File: src/rtl/multdiv_issue_ctrl_pkg.sv
// Shared encodings for the mult/div issue controller:
// FSM states, op select and status writeback constants.
package multdiv_issue_ctrl_pkg;

    typedef enum logic [1:0] {
        S_IDLE   = 2'd0,
        S_LAUNCH = 2'd1,
        S_WAIT   = 2'd2,
        S_WB     = 2'd3
    } md_state_t;

    localparam logic OP_MULT = 1'b0;
    localparam logic OP_DIV  = 1'b1;

    localparam int MD_MULT_CODE   = 4;
    localparam int MD_DIV_CODE    = 5;
    localparam int MD_RSTATUS_REG = 30;

endpackage

File: src/rtl/multdiv_issue_ctrl_if.sv
// Issue, mult/div unit and writeback bundle of the X-stage controller.
// master = core/unit side, slave = controller side.
interface multdiv_issue_ctrl_if;

    logic        issue_valid;
    logic        issue_op;
    logic [31:0] issue_a;
    logic [31:0] issue_b;
    logic [4:0]  issue_rd;
    logic        stall;

    logic        md_ctrl_MULT;
    logic        md_ctrl_DIV;
    logic [31:0] md_operandA;
    logic [31:0] md_operandB;
    logic [31:0] md_result;
    logic        md_exception;
    logic        md_resultRDY;

    logic        wb_valid;
    logic [4:0]  wb_rd;
    logic [31:0] wb_data;

    modport master (
        output issue_valid, issue_op, issue_a, issue_b, issue_rd,
        input  stall,
        input  md_ctrl_MULT, md_ctrl_DIV, md_operandA, md_operandB,
        output md_result, md_exception, md_resultRDY,
        input  wb_valid, wb_rd, wb_data
    );

    modport slave (
        input  issue_valid, issue_op, issue_a, issue_b, issue_rd,
        output stall,
        output md_ctrl_MULT, md_ctrl_DIV, md_operandA, md_operandB,
        input  md_result, md_exception, md_resultRDY,
        output wb_valid, wb_rd, wb_data
    );

endinterface

File: src/rtl/multdiv_issue_ctrl_counter.sv
// Saturating wait counter with sync clear, enable and
// terminal-count flag for the mult/div timeout.
module md_timeout_counter #(
    parameter int CNT_W = 6,
    parameter int TERM  = 39
) (
    input  logic clock,
    input  logic reset,
    input  logic i_clr,
    input  logic i_en,
    output logic o_tc
);

    logic [CNT_W-1:0] r_cnt;

    always_ff @(posedge clock) begin
        if (reset || i_clr) begin
            r_cnt <= '0;
        end else if (i_en && (r_cnt != '1)) begin
            r_cnt <= r_cnt + 1'b1;
        end
    end

    assign o_tc = (r_cnt == CNT_W'(TERM));

endmodule

File: src/rtl/multdiv_issue_ctrl.sv
// X-stage initiator for the multi-cycle mult/div unit: launches the
// op, stalls the front end and issues exactly one writeback.
module multdiv_issue_ctrl
    import multdiv_issue_ctrl_pkg::*;
#(
    parameter int TIMEOUT_CYCLES = 40,
    parameter int CNT_W          = 6,
    parameter int MULT_CODE      = MD_MULT_CODE,
    parameter int DIV_CODE       = MD_DIV_CODE,
    parameter int RSTATUS_REG    = MD_RSTATUS_REG
) (
    input  logic                 clock,
    input  logic                 reset,
    input  logic                 flush,
    multdiv_issue_ctrl_if.slave  bus
);

    md_state_t   r_state;
    logic        r_op;
    logic [4:0]  r_rd;
    logic [31:0] r_a;
    logic [31:0] r_b;
    logic [31:0] r_result;
    logic        r_exc;

    logic        w_launch;
    logic        w_wait;
    logic        w_wb;
    logic        w_tc;

    assign w_launch = (r_state == S_LAUNCH);
    assign w_wait   = (r_state == S_WAIT);
    assign w_wb     = (r_state == S_WB);

    md_timeout_counter #(
        .CNT_W (CNT_W),
        .TERM  (TIMEOUT_CYCLES - 1)
    ) u_timeout (
        .clock (clock),
        .reset (reset),
        .i_clr (w_launch),
        .i_en  (w_wait),
        .o_tc  (w_tc)
    );

    always_ff @(posedge clock) begin
        if (reset) begin
            r_state  <= S_IDLE;
            r_op     <= OP_MULT;
            r_rd     <= '0;
            r_a      <= '0;
            r_b      <= '0;
            r_result <= '0;
            r_exc    <= 1'b0;
        end else if (flush) begin
            r_state <= S_IDLE;
        end else begin
            unique case (r_state)
                S_IDLE: begin
                    if (bus.issue_valid) begin
                        r_op    <= bus.issue_op;
                        r_rd    <= bus.issue_rd;
                        r_a     <= bus.issue_a;
                        r_b     <= bus.issue_b;
                        r_state <= S_LAUNCH;
                    end
                end
                S_LAUNCH: begin
                    r_state <= S_WAIT;
                end
                S_WAIT: begin
                    // A real completion wins over a same-cycle timeout.
                    if (bus.md_resultRDY) begin
                        r_result <= bus.md_result;
                        r_exc    <= bus.md_exception;
                        r_state  <= S_WB;
                    end else if (w_tc) begin
                        r_exc   <= 1'b1;
                        r_state <= S_WB;
                    end
                end
                S_WB: begin
                    r_state <= S_IDLE;
                end
                default: begin
                    r_state <= S_IDLE;
                end
            endcase
        end
    end

    assign bus.stall = ((r_state == S_IDLE) && bus.issue_valid)
                     || w_launch || w_wait;

    assign bus.md_ctrl_MULT = w_launch && (r_op == OP_MULT);
    assign bus.md_ctrl_DIV  = w_launch && (r_op == OP_DIV);
    assign bus.md_operandA  = r_a;
    assign bus.md_operandB  = r_b;

    assign bus.wb_valid = w_wb;
    assign bus.wb_rd    = !w_wb ? 5'd0
                        : r_exc ? 5'(RSTATUS_REG)
                        : r_rd;
    assign bus.wb_data  = !w_wb ? 32'd0
                        : !r_exc ? r_result
                        : (r_op == OP_DIV) ? 32'(DIV_CODE)
                        : 32'(MULT_CODE);

endmodule

File: src/flat_wrapper.sv
// flat-port wrapper written by rule: the top's interface ports become plain ports
module multdiv_issue_ctrl_flat import multdiv_issue_ctrl_pkg::*;
#(
    parameter int TIMEOUT_CYCLES = 40,
    parameter int CNT_W          = 6,
    parameter int MULT_CODE      = MD_MULT_CODE,
    parameter int DIV_CODE       = MD_DIV_CODE,
    parameter int RSTATUS_REG    = MD_RSTATUS_REG
)
  (clock, reset, flush, bus_issue_valid, bus_issue_op, bus_issue_a, bus_issue_b, bus_issue_rd, bus_stall, bus_md_ctrl_MULT, bus_md_ctrl_DIV, bus_md_operandA, bus_md_operandB, bus_md_result, bus_md_exception, bus_md_resultRDY, bus_wb_valid, bus_wb_rd, bus_wb_data);
  multdiv_issue_ctrl_if bus_i ();
  input  logic clock;
  input  logic reset;
  input  logic flush;
  input wire logic [$bits(bus_i.issue_valid)-1:0] bus_issue_valid;
  input wire logic [$bits(bus_i.issue_op)-1:0] bus_issue_op;
  input wire logic [$bits(bus_i.issue_a)-1:0] bus_issue_a;
  input wire logic [$bits(bus_i.issue_b)-1:0] bus_issue_b;
  input wire logic [$bits(bus_i.issue_rd)-1:0] bus_issue_rd;
  output wire logic [$bits(bus_i.stall)-1:0] bus_stall;
  output wire logic [$bits(bus_i.md_ctrl_MULT)-1:0] bus_md_ctrl_MULT;
  output wire logic [$bits(bus_i.md_ctrl_DIV)-1:0] bus_md_ctrl_DIV;
  output wire logic [$bits(bus_i.md_operandA)-1:0] bus_md_operandA;
  output wire logic [$bits(bus_i.md_operandB)-1:0] bus_md_operandB;
  input wire logic [$bits(bus_i.md_result)-1:0] bus_md_result;
  input wire logic [$bits(bus_i.md_exception)-1:0] bus_md_exception;
  input wire logic [$bits(bus_i.md_resultRDY)-1:0] bus_md_resultRDY;
  output wire logic [$bits(bus_i.wb_valid)-1:0] bus_wb_valid;
  output wire logic [$bits(bus_i.wb_rd)-1:0] bus_wb_rd;
  output wire logic [$bits(bus_i.wb_data)-1:0] bus_wb_data;
  assign bus_i.issue_valid = bus_issue_valid;
  assign bus_i.issue_op = bus_issue_op;
  assign bus_i.issue_a = bus_issue_a;
  assign bus_i.issue_b = bus_issue_b;
  assign bus_i.issue_rd = bus_issue_rd;
  assign bus_stall = bus_i.stall;
  assign bus_md_ctrl_MULT = bus_i.md_ctrl_MULT;
  assign bus_md_ctrl_DIV = bus_i.md_ctrl_DIV;
  assign bus_md_operandA = bus_i.md_operandA;
  assign bus_md_operandB = bus_i.md_operandB;
  assign bus_i.md_result = bus_md_result;
  assign bus_i.md_exception = bus_md_exception;
  assign bus_i.md_resultRDY = bus_md_resultRDY;
  assign bus_wb_valid = bus_i.wb_valid;
  assign bus_wb_rd = bus_i.wb_rd;
  assign bus_wb_data = bus_i.wb_data;
  multdiv_issue_ctrl #(.TIMEOUT_CYCLES(TIMEOUT_CYCLES), .CNT_W(CNT_W), .MULT_CODE(MULT_CODE), .DIV_CODE(DIV_CODE), .RSTATUS_REG(RSTATUS_REG)) u_core (.clock(clock), .reset(reset), .flush(flush), .bus(bus_i));
endmodule
File: config.mk
export PLATFORM = sky130hd
export DESIGN_NAME = multdiv_issue_ctrl_flat
export DESIGN_NICKNAME = d
export VERILOG_FILES = /design/src/rtl/multdiv_issue_ctrl_pkg.sv /design/src/rtl/multdiv_issue_ctrl_if.sv /design/src/rtl/multdiv_issue_ctrl_counter.sv /design/src/rtl/multdiv_issue_ctrl.sv /design/src/flat_wrapper.sv
export SDC_FILE = /design/constraint.sdc
export NUM_CORES = 1
export LEC_CHECK = 0
export CORE_ASPECT_RATIO = 1.25
export CORE_MARGIN = 2
export CORE_UTILIZATION = 40
export DETAILED_ROUTE_END_ITERATION = 6
export PLACE_DENSITY = 0.84
export SYNTH_ARGS = -nofsm -noshare
export SYNTH_HDL_FRONTEND = slang
export SYNTH_HIERARCHICAL = 1
export SYNTH_SLANG_ARGS = --single-unit
File: constraint.sdc
create_clock -name clock -period 1.77 [get_ports clock]
set_clock_uncertainty 0.1 [all_clocks]
set_input_delay 0.177 -clock clock [delete_from_list [all_inputs] [get_ports clock]]
set_output_delay 0.177 -clock clock [all_outputs]
set_load 0.005 [all_outputs]
==> out/metrics.yaml <==
timing:
  relSlewSlack_pct: 76.30
  setup_viol: 29
  tightest_slew_ps: 355.5
  fmax_mhz: 515.1
  fin_crit_ps: 1941
  period_share_pct: 109.7
  hold_viol_final: 0
  setup_ws_ps: -171.5
  rsz0062_at_grt: "yes"
  setup_tns_ps: -2717
  final-max-slew-violation-count: 0
flow_run:
  drv_cap: 0
global_route:
  grt_max_degree: 48
  grt_pass1_vias: 4534
  antenna_found_initial: 0
  grt.overflow.total: 0
  grt_pass1_wl_um: 21780
  grt_use_total_pct: 22.78
yosys:
  ys.flop_type: "dfxtp_1"
  syn_area_mm2: 0.004389
  ys_warn_count: 6
  synth_top_area_share_pct: 50.63
  synth_cells: 547
  avgSynthCellArea_um2: 8.024
  ys_seq_elements: 111
  synth_edf_count: 0
  async_reset_ff_share_pct: 0
  ys_types: 31
  synth_seq_area_share_pct: 50.63
  yosysTopAreaCell: "dfxtp_1"
  synth_nets: 660
  synth.area.top_cells: "dfxtp_1 (51%), nand2_1 (18%), a21oi_1 (12%)"
clocking:
  cts_tree: "built"
  htree_levels: 3
  numCtsBuffers: 9
  clock_sinks: 111
  cts_hold_buf: 0
  cts_buffer_depth: 2
  clock_latency_ps: 340
  cts_root_buffer: "clkbuf_16"
  clkTransAtPathRegs_ps: 70
placed_design:
  port_buffers: 212
  dp_hpwl_um: 9416
  routabilityCongestion: 0.7656
  preCtsSetupSlack_ps: -79.48
setup_path:
  crit_path_end_kind: "primary output"
  worstPathRequired_ps: 1490
  worst-setup-path-type: "register to primary output"
  cp.arrival_ps: 1660
  cp-start-kind: "register"
  crit_fanout: 5
die:
  start_util_pct: 41.14
  die_area_mm2: 0.01183
  num_rows: 42
  io_pins: 213
  die_y_um: 121.1
  die-width_um: 97.70
  core_area_mm2: 0.01067
power_and_ir_drop:
  p_leak_nw: 2.743
  p_clk_share_pct: 39.2
  p_per_area_mw_per_mm2: 744.3
  p_sw_mw: 1.190
  internal_power_mw: 4.282
  combPwrFrac_pct: 12.9
  switching_share_pct: 21.75
  sequentialPowerShare_pct: 48.0
  max-vdd-ir-drop_v: 0.0004623
hold_path:
  hold_class: "primary input to register"
cells_and_area:
  regArea_mm2: 0.002233
  insertedDiodeCount: 0
  finalNetCount: 880
  multi_input_area_mm2: 0.002051
  fillers: 817
  area_growth_pct: 67.50
  layout-drive-gt1-share_pct: 17.64
status:
  run_status: "finished, violations left"
  violations: "negative setup slack"
route:
  vias: 4605
  routedWlPerCell_um: 15.90
  wl_um: 14360
  drtIter0Drc: 164
  ant_nets: 0
  via_per_inst: 5.100
  drcViolationCount: 0
  dr.pass1.iters: 4
## cell usage in the layout (no fill, tap or decap), types with 3 or more instances in the layout
cell type	synthesis	layout
nor2_1	3	3
buf_12	0	7
buf_6	10	48
a21oi_1	105	105
dfxtp_1	111	106
o21a_1	6	6
nand2_1	211	211
buf_2	14	3
ha_4	0	4
nand3b_1	3	3
clkinvlp_4	0	3
clkbuf_16	0	9
nand3_1	3	3
dfxtp_2	0	3
and2_4	0	29
clkdlybuf4s50_1	0	170
mux2i_1	4	4
and2_1	32	3
buf_4	2	11
clkdlybuf4s15_1	0	6
## sequential cells by signal (all words and copies together), names as in the netlist
register / flops
u_core/r_state: 2
u_core/r_exc: 1
u_core/r_rd: 5
u_core/r_op: 1
u_core/bus.md_operandB: 32
u_core/u_timeout/r_cnt: 6
u_core/r_result: 32
u_core/bus.md_operandA: 32
## metrics by stage
step / hold slack, ps / utilization, % / cell area, um2 / power [mW] / cells
final: 136.1 / 68.92 / 7352 / 5.472 / 903
after global routing: 142.8 / 68.92 / 7352 / 5.705 / 903
after CTS: 121.8 / 67.24 / 7173 / 5.530 / 902
after detailed placement: 347.0 / 62.28 / 6644 / 3.369 / 869
after global placement: 339.2 / 62.28 / 6644 / 3.348 / 869
after floorplan: 145.9 / - / 4389 / 2.910 / 547
## final cells by class
class                           count  share of cell area, %
Timing Repair Buffer              248                  34.89
Sequential cell                   111                  30.38
Multi-Input combinational cell    394                  27.89
Clock buffer                       10                  3.251
Tap cell                          132                  2.246
Clock inverter                      5                  1.123
Inverter                            3                 0.2212
## synthesized netlist by cell type (3+ instances only)
master / number
nand3_1: 3
and2_1: 32
nor2_1: 3
nand2_1: 211
and3b_1: 3
inv_1: 3
mux2i_1: 4
ha_1: 5
dfxtp_1: 111
nand3b_1: 3
a21oi_1: 105
nor2b_1: 4
clkbuf_1: 11
buf_6: 10
o21a_1: 6
buf_2: 14
## cells by family after synthesis
group,count (synthesis),synth area share (%)
muxes,4,0.9122
DFF,111,50.63
adders and majority gates,5,1.425
and+or+nand+nor,266,26.20
buffers and inverters,42,5.872
AOI/OAI and AO/OA,119,14.97
## routing by layer
metal  track usage, %  up-vias  wire (um)
met1            24.28     2171       5326
met5                0        -          0
met4            7.118        0        313
met3            6.855       21        983
met2            42.84      198       7732
li1                 -     2215          -
## final timing paths
| check | start | to | slack, ps | cells past startpoint |
|---|---|---|---|---|
| max | u_core/r_state[0]$_SDFFE_PP0P_ | bus_wb_data[8] | -170 | 7 |
| min | reset | u_core/r_result[4]$_SDFFE_PP0P_ | 140 | 2 |
| max reg2reg | u_core/r_state[0]$_SDFFE_PP0P_ | u_core/u_timeout/r_cnt[5]$_SDFFE_PP0P_ | 120 | 6 |
| min reg2reg | u_core/bus.md_operandB[27]$_SDFFE_PP0P_ | u_core/bus.md_operandB[27]$_SDFFE_PP0P_ | 350 | 2 |
## worst max-delay path, stage by stage (launching register included)
cell,delay (ps)
dfxtp_4,360
ha_4,120
nor2b_4,250
buf_6,170
buf_6,110
buf_6,90
and2_4,130
buf_6,90
## power groups by stage
stage / clock (mW) / combinational (mW) / sequential [mW]
2_1_floorplan: 0 / 0.227 / 2.68
3_3_place_gp: 0 / 0.672 / 2.68
3_5_place_dp: 0 / 0.688 / 2.68
4_1_cts: 2.20 / 0.706 / 2.63
5_1_grt: 2.31 / 0.760 / 2.63
6_report: 2.14 / 0.705 / 2.62
## repair_timing
action / CTS / global route
gates resized for setup: 201 / 50
hold endpoints to repair: 0 / 0
gates cloned: 3 / 0
setup endpoints to repair: 41 / 43
buffers inserted: 15 / 3
pin swaps: 26 / 5
(Power assumes the default switching activity.)
